File: src/rtl/writeback_unit.sv
// Writeback stage: merges ALU results and extended load returns onto the
// register file's single write port, with a 2-entry load buffer and anti-starvation.
module writeback_unit #(
  parameter int unsigned STARVE_MAX = 4
) (
  input  logic        clk,
  input  logic        rst,
  input  logic        alu_valid,
  output logic        alu_ready,
  input  logic [4:0]  alu_rd,
  input  logic [31:0] alu_result,
  input  logic        ld_valid,
  output logic        ld_ready,
  input  logic [4:0]  ld_rd,
  input  logic [2:0]  ld_funct3,
  input  logic [1:0]  ld_addr_lo,
  input  logic [31:0] ld_data,
  input  logic [4:0]  hz_rs1,
  input  logic [4:0]  hz_rs2,
  output logic        hz_stall,
  output logic        WR_EN,
  output logic [4:0]  write_select,
  output logic [31:0] data_in
);

  localparam logic [3:0] STARVE_LIMIT = 4'(STARVE_MAX);

  typedef struct packed {
    logic [4:0]  rd;
    logic [2:0]  funct3;
    logic [1:0]  addr_lo;
    logic [31:0] data;
  } ld_entry_t;

  ld_entry_t   fifo_q [2];
  logic        wr_ptr_q, rd_ptr_q;
  logic [1:0]  count_q, count_d;
  logic [3:0]  starve_cnt_q, starve_cnt_d;
  logic        wr_en_q, wr_en_d;
  logic [4:0]  wr_sel_q, wr_sel_d;
  logic [31:0] wr_data_q, wr_data_d;

  logic        empty, full, starve;
  logic        alu_fire, push, pop;
  logic [1:0]  entry_valid;
  ld_entry_t   head, incoming;

  function automatic logic [31:0] extend_load(input logic [2:0]  funct3,
                                              input logic [1:0]  addr_lo,
                                              input logic [31:0] word);
    logic [7:0]  lane_b;
    logic [15:0] lane_h;
    case (addr_lo)
      2'd0:    lane_b = word[7:0];
      2'd1:    lane_b = word[15:8];
      2'd2:    lane_b = word[23:16];
      default: lane_b = word[31:24];
    endcase
    lane_h = addr_lo[1] ? word[31:16] : word[15:0];
    case (funct3)
      3'b000:  return {{24{lane_b[7]}}, lane_b};
      3'b001:  return {{16{lane_h[15]}}, lane_h};
      3'b100:  return {24'd0, lane_b};
      3'b101:  return {16'd0, lane_h};
      default: return word;
    endcase
  endfunction

  assign empty     = (count_q == 2'd0);
  assign full      = (count_q == 2'd2);
  assign starve    = (starve_cnt_q >= STARVE_LIMIT) && !empty;
  assign alu_ready = !starve;
  // Full is judged on current occupancy only, so a same-cycle pop never frees a slot early.
  assign ld_ready  = !full;
  assign alu_fire  = alu_valid && alu_ready;
  assign pop       = !alu_fire && !empty;
  assign push      = ld_valid && ld_ready;
  assign head      = fifo_q[rd_ptr_q];
  assign incoming  = '{rd: ld_rd, funct3: ld_funct3, addr_lo: ld_addr_lo, data: ld_data};

  assign entry_valid = full  ? 2'b11 :
                       empty ? 2'b00 :
                       (rd_ptr_q ? 2'b10 : 2'b01);

  always_comb begin
    hz_stall = 1'b0;
    for (int i = 0; i < 2; i++) begin
      if (entry_valid[i] && fifo_q[i].rd != 5'd0 &&
          (fifo_q[i].rd == hz_rs1 || fifo_q[i].rd == hz_rs2)) begin
        hz_stall = 1'b1;
      end
    end
  end

  // NOTE: every always_comb output gets a default first so no path leaves it unassigned (no latch).
  always_comb begin
    count_d = count_q;
    case ({push, pop})
      2'b10:   count_d = count_q + 2'd1;
      2'b01:   count_d = count_q - 2'd1;
      default: count_d = count_q;
    endcase
  end

  always_comb begin
    starve_cnt_d = '0;
    wr_en_d      = 1'b0;
    wr_sel_d     = wr_sel_q;
    wr_data_d    = wr_data_q;
    if (alu_fire) begin
      starve_cnt_d = starve_cnt_q;
      if (!empty && starve_cnt_q != 4'hF) starve_cnt_d = starve_cnt_q + 4'd1;
      wr_en_d   = (alu_rd != 5'd0);
      wr_sel_d  = alu_rd;
      wr_data_d = alu_result;
    end else if (pop) begin
      wr_en_d   = (head.rd != 5'd0);
      wr_sel_d  = head.rd;
      wr_data_d = extend_load(head.funct3, head.addr_lo, head.data);
    end
  end

  // NOTE: buffer storage is not reset; occupancy alone decides which entries are live.
  always_ff @(posedge clk) begin
    if (push) fifo_q[wr_ptr_q] <= incoming;
  end

  // NOTE: state registers use non-blocking assignments so all of them update together at the edge.
  always_ff @(posedge clk) begin
    if (rst) begin
      wr_ptr_q     <= 1'b0;
      rd_ptr_q     <= 1'b0;
      count_q      <= '0;
      starve_cnt_q <= '0;
      wr_en_q      <= 1'b0;
      wr_sel_q     <= '0;
      wr_data_q    <= '0;
    end else begin
      if (push) wr_ptr_q <= !wr_ptr_q;
      if (pop)  rd_ptr_q <= !rd_ptr_q;
      count_q      <= count_d;
      starve_cnt_q <= starve_cnt_d;
      wr_en_q      <= wr_en_d;
      wr_sel_q     <= wr_sel_d;
      wr_data_q    <= wr_data_d;
    end
  end

  assign WR_EN        = wr_en_q;
  assign write_select = wr_sel_q;
  assign data_in      = wr_data_q;

endmodule

File: config.mk
export PLATFORM = sky130hd
export DESIGN_NAME = writeback_unit
export DESIGN_NICKNAME = d
export VERILOG_FILES = /design/src/rtl/writeback_unit.sv
export SDC_FILE = /design/constraint.sdc
export NUM_CORES = 1
export LEC_CHECK = 0
export BUFFER_PORTS_ARGS = -buffer_cell sky130_fd_sc_hd__buf_2
export CORE_ASPECT_RATIO = 2
export CORE_MARGIN = 2
export CORE_UTILIZATION = 54
export CTS_CLUSTER_DIAMETER = 120
export DETAILED_ROUTE_END_ITERATION = 10
export PLACE_DENSITY = 0.87
export SLEW_MARGIN = 0
export SYNTH_ARGS = -nofsm -noshare
export SYNTH_HDL_FRONTEND = slang
export SYNTH_SLANG_ARGS = --single-unit
File: constraint.sdc
create_clock -name clk -period 3.7 [get_ports clk]
set_clock_uncertainty 0.1 [all_clocks]
set_input_delay 0.185 -clock clk [delete_from_list [all_inputs] [get_ports clk]]
set_output_delay 0.185 -clock clk [all_outputs]
set_load 0.1 [all_outputs]
Yosys cells after proc, flatten, opt, wreduce, memory -nomap -nowiden. Memories as Yosys holds them, arrays and structs flattened. A register that Yosys moved wholly into a read port is not among the register bits. Index checks and enable logic that the tools add are counted.

Register bits: 46. Bits in latches: 0. RAM bits: 84. Bits in read-only memories: 0. Bits of input ports: 93. Memories kept: 1.

Memory list: fifo_q (words 2, width 42, read ports 3, clocked after memory_dff 1, wr ports 1, RTL line 35) `ld_entry_t fifo_q [2];`.

Add/sub/neg operators: 3. Multiply operators: 0. Divide/modulo/power cells: 0. Magnitude comparators: 1. Equality and inequality tests: 13. Shift operators: 0. Muxes and demuxes: 19. Bitwise gates (word level): 1. Reductions and logical operators: 27.

Operator list (count): case mux 32 bit (4 select lines) (1); two-way mux 32 bit (2); case mux 8 bit (3 select lines) (1); equality test 5 bit (4); nonzero test 5 bit (4); two-way mux 16 bit (1); two-way mux 5 bit (2); logical AND 1 bit (9); two-way mux 1 bit (8); equality test 2 bit (second input constant) (3); equality test 3 bit (second input constant) (2); zero test 1 bit (6); two-way mux 2 bit (3); adder 4 x 1 -> 4 bit (second input constant) (1); equality test 2 x 1 -> 1 bit (second input constant) (2); >= comparator 4 x 3 -> 1 bit (second input constant) (1); zero test 2 bit (2); inequality test 4 bit (second input constant) (1); case mux 2 bit (2 select lines) (1); nonzero test 2 bit (2); equality test 3 x 1 -> 1 bit (second input constant) (1); zero test 3 bit (1); adder 2 x 1 -> 2 bit (second input constant) (1); logical OR 1 bit (2); other kinds (3) (3).

Logic depth before layout (Yosys ltp).
Word-level depth: 9. Mapped depth: 9. Gate-level depth less buffers: 7.

Worst setup path after synthesis. Ideal clock, no wire load.

Path type: flip-flop to flip-flop. Start point: register count_q[0]. End point: memory fifo_q[0][0] (netlist name), enable pin. Library setup time: 0.442 ns. Data arrival time: 3.493 ns. Data required time: 3.158 ns. Setup slack: -0.335 ns. Stages on the path, launching flop included: 5. Buffers on the path: 1. Period minus slack after synthesis: 4.035 ns. Cell sequence: dfxtp_1 > clkbuf_1 > nand2b_1 > nand2_1 > nor2_1.

Word-level cells in the longest chain between the ends: 5.

RTL lines: from (decl) (RTL line 37) `logic [1:0] count_q, count_d;`; from (signal assigned) (RTL line 141) `count_q <= count_d;`; equality test 2 bit (RTL line 70) `assign full = (count_q == 2'd2);`; zero test 1 bit (RTL line 74) `assign ld_ready = !full;`; net ld_ready (RTL line 13) `output logic ld_ready,`; logical AND 1 bit (RTL line 77) `assign push = ld_valid && ld_ready;`; two-way mux 1 bit (RTL line 125) `if (push) fifo_q[wr_ptr_q] <= incoming;`; two-way mux 1 bit (implied by the code) (RTL line 125); to (decl) (RTL line 35).

The timed path passes the listed nets, and every way through them passes these cells.

==> results.py <==
metrics = {
    "timing": {
        "setup_violations": 0,
        "drv_slew": 0,
        "hold_viol_final": 0,
        "rsz0062_at_grt": "false",
        "fin_crit_sh": 0.759,
        "worstMarginPinSlew_ns": 1.01,
        "setup_tns_ns": 0,
        "layout_min_cycle_time_ns": 2.81,
        "fmax_mhz": 356,
        "fin_ws_ns": 0.893,
        "slew_headroom": 0.329,
        "holdWs_ns": 0.0210,
    },
    "logic_synthesis": {
        "async_flop_share": 0,
        "ys_seq_area_frac": 0.592,
        "synth_enable_flop_cells": 84,
        "synth_cell_types": 52,
        "yosysMostFrequentCell": "nor2_1",
        "syn_avg_cell_area_um2": 11.9,
        "synth_warnings": 0,
        "synth_fp_nets": 588,
        "synth_area_um2": 5850,
        "synth_cells": 493,
        "synth_top_area_cell": "edfxtp_1",
        "yosysTopAreaCellShare": 0.431,
        "ys_top_cells_by_count": "nor2_1 (103), edfxtp_1 (84), dfxtp_1 (47), mux2i_1 (44), o221a_1 (24)",
        "synthTopCellsByArea": "edfxtp_1 (43%), dfxtp_1 (16%), mux2i_1 (7.5%)",
        "ys_seq_elements": 131,
        "ys.flop_type": "edfxtp_1",
    },
    "floorplan": {
        "rows": 53,
        "dieArea_um2": 11700,
        "core_area_um2": 10500,
        "io_pins": 134,
        "die_h_um": 151,
        "die-width_um": 77.6,
        "initial_utilization": 0.555,
    },
    "drt": {
        "vias_per_cell": 5.87,
        "route.top_layer_used": "met4",
        "routedWlPerCell_um": 19.7,
        "dr.pass1.iters": 5,
        "wl_um": 16700,
        "drcViolationCount": 0,
        "ant_nets": 0,
        "wl_met2_um": 9010,
        "vias": 4975,
        "wl_met3_um": 989,
        "met1_length_um": 5740,
        "initialDrtViolationCount": 482,
    },
    "global_routing": {
        "grt_max_degree": 48,
        "grt_pass1_vias": 4953,
        "grt_usage": 0.288,
        "grt_overflow": 0,
        "antenna_found_initial": 0,
        "grt_pass1_wl_um": 25100,
    },
    "pwr": {
        "p_leak_nw": 3.14,
        "total_power_mw": 6.16,
        "peakVddDrop_mv": 0.665,
        "p_per_area_nw_per_um2": 777,
    },
    "clock_tree": {
        "cts_hold_buf": 73,
        "cts.path.max_buffers": 2,
        "post_cts_buffers": 0,
        "clkTransAtPathRegs_ns": 0.06,
        "ctsRootBufferMaster": "clkbuf_16",
        "cts_made_buffers": 17,
        "clkSinkCount": 131,
        "clock_latency_ns": 0.42,
        "cts.htree.levels": 4,
        "cts_tree": "done",
        "cts_resized": 0,
    },
    "status": {
        "outcome": "finished clean",
    },
    "layout": {
        "stdcell_area_um2": 7920,
        "drive_above_1_share": 0.264,
        "final_net_count": 793,
        "area_growth_pct": 35.3,
        "n_antenna_cell": 0,
    },
    "setup_path": {
        "cp-end-kind": "flip-flop",
        "worstPathRequired_ns": 3.96,
        "crit_arrival_ns": 3.06,
        "crit_type": "reg -> reg",
        "r2r-end": "data_in[21]",
        "reg2reg_setup_slack_ns": 0.89,
        "critPathMaxFanout": 35,
        "rr_worst_depth": 5,
        "startpoint_type": "flip-flop",
        "crit_path_end": "data_in[21]",
    },
    "place": {
        "io_buffers": 133,
        "gp_congestion": 0.969,
        "pre_cts_ws_ns": 0.986,
        "hpwl_um": 10700,
        "placed_area_um2": 6630,
    },
    "job": {
        "drv_cap": 0,
    },
    "worst_hold_path": {
        "hold_class": "in -> reg",
    },
}
[how the worst min path moves through the flow]
stage,startpoint,to,slack [ns],cells after the start
global route,alu_rd[0],WR_EN,0.04,3
finish,alu_rd[0],WR_EN,0.02,3
global placement,ld_data[3],fifo_q[1][3],0.27,1
CTS,alu_result[4],data_in[4],0.0007,3
detailed placement,ld_data[26],fifo_q[0][26],0.28,1
floorplan,ld_data[0],fifo_q[0][0],0.18,0
[metal layers]
layer	track usage	vias to the layer above
met2	0.523	310
met4	0.202	0
met5	0	-
met1	0.295	2338
met3	0.0483	79
li1	-	2248
[cells in the final DEF, fill, tap and decap left out, types with 3 or more instances in the layout]
| cell type | synthesis | layout |
|---|---|---|
| a31oi_1 | 5 | 5 |
| mux2_2 | 6 | 6 |
| nand2_1 | 18 | 18 |
| a221oi_1 | 4 | 4 |
| buf_2 | 6 | 133 |
| o211ai_1 | 5 | 5 |
| inv_1 | 3 | 3 |
| or3_1 | 3 | 3 |
| o221a_1 | 24 | 24 |
| buf_4 | 1 | 9 |
| dfxtp_1 | 47 | 46 |
| o21ai_1 | 4 | 4 |
| o21ai_0 | 12 | 12 |
| mux2i_1 | 44 | 43 |
| mux2_1 | 3 | 3 |
| clkbuf_16 | 0 | 17 |
| clkinvlp_4 | 0 | 4 |
| edfxtp_1 | 84 | 84 |
| nor2_1 | 103 | 102 |
| xor2_1 | 13 | 13 |
| dlygate4sd3_1 | 0 | 73 |
| nor3_1 | 13 | 13 |
| a21oi_1 | 9 | 9 |
| nand2b_1 | 7 | 7 |
| inv_6 | 0 | 5 |
| xnor2_1 | 12 | 12 |
| a22o_1 | 3 | 3 |
| nand3_1 | 10 | 10 |
[critical path, stage by stage, from the launching register on]
cell       delay (ns)
dfxtp_2          0.94
mux2_4           0.42
mux2i_4          0.30
o2111ai_4        0.16
o211ai_4         0.50
o221a_1          0.30
[final cells by class]
class	instances	area [um2]
Inverter	3	11.3
Clock inverter	14	130
Sequential cell	131	3460
Tap cell	137	171
Fill cell	650	2620
Timing Repair Buffer	215	1460
Multi-Input combinational cell	330	2250
Clock buffer	18	429
[metrics by stage]
| stage | std cells | util |
|---|---|---|
| detailed placement | 743 | 0.629 |
| CTS | 848 | 0.751 |
| global placement | 743 | 0.629 |
| finish | 848 | 0.751 |
| floorplan | 493 | - |
| global route | 848 | 0.751 |
[report_power, final]
| part | switching (mW) | leakage, nW | internal (mW) |
|---|---|---|---|
| logic | 1.75 | 1.70 | 0.707 |
| clock network | 0.649 | 0.262 | 0.930 |
| registers | 0.241 | 1.18 | 1.88 |
[cell families after synthesis]
kind of cell | count (synthesis) | synth area share
xor gates and xnor gates | 25 | 0.0374
and+or+nand+nor | 160 | 0.115
AOI/OAI and AO/OA | 88 | 0.127
muxes | 55 | 0.0990
adders and majority gates | 2 | 0.00427
buffers and inverters | 32 | 0.0263
DFF | 131 | 0.592
[flip-flops by register name, indices dropped and copies added, names as in the netlist, named ones only]
register      flops
rd_ptr_q          1
starve_cnt_q      4
fifo_q           84
wr_ptr_q          1
WR_EN             1
data_in          32
count_q           2
write_select      5
(Power assumes the default switching activity.)
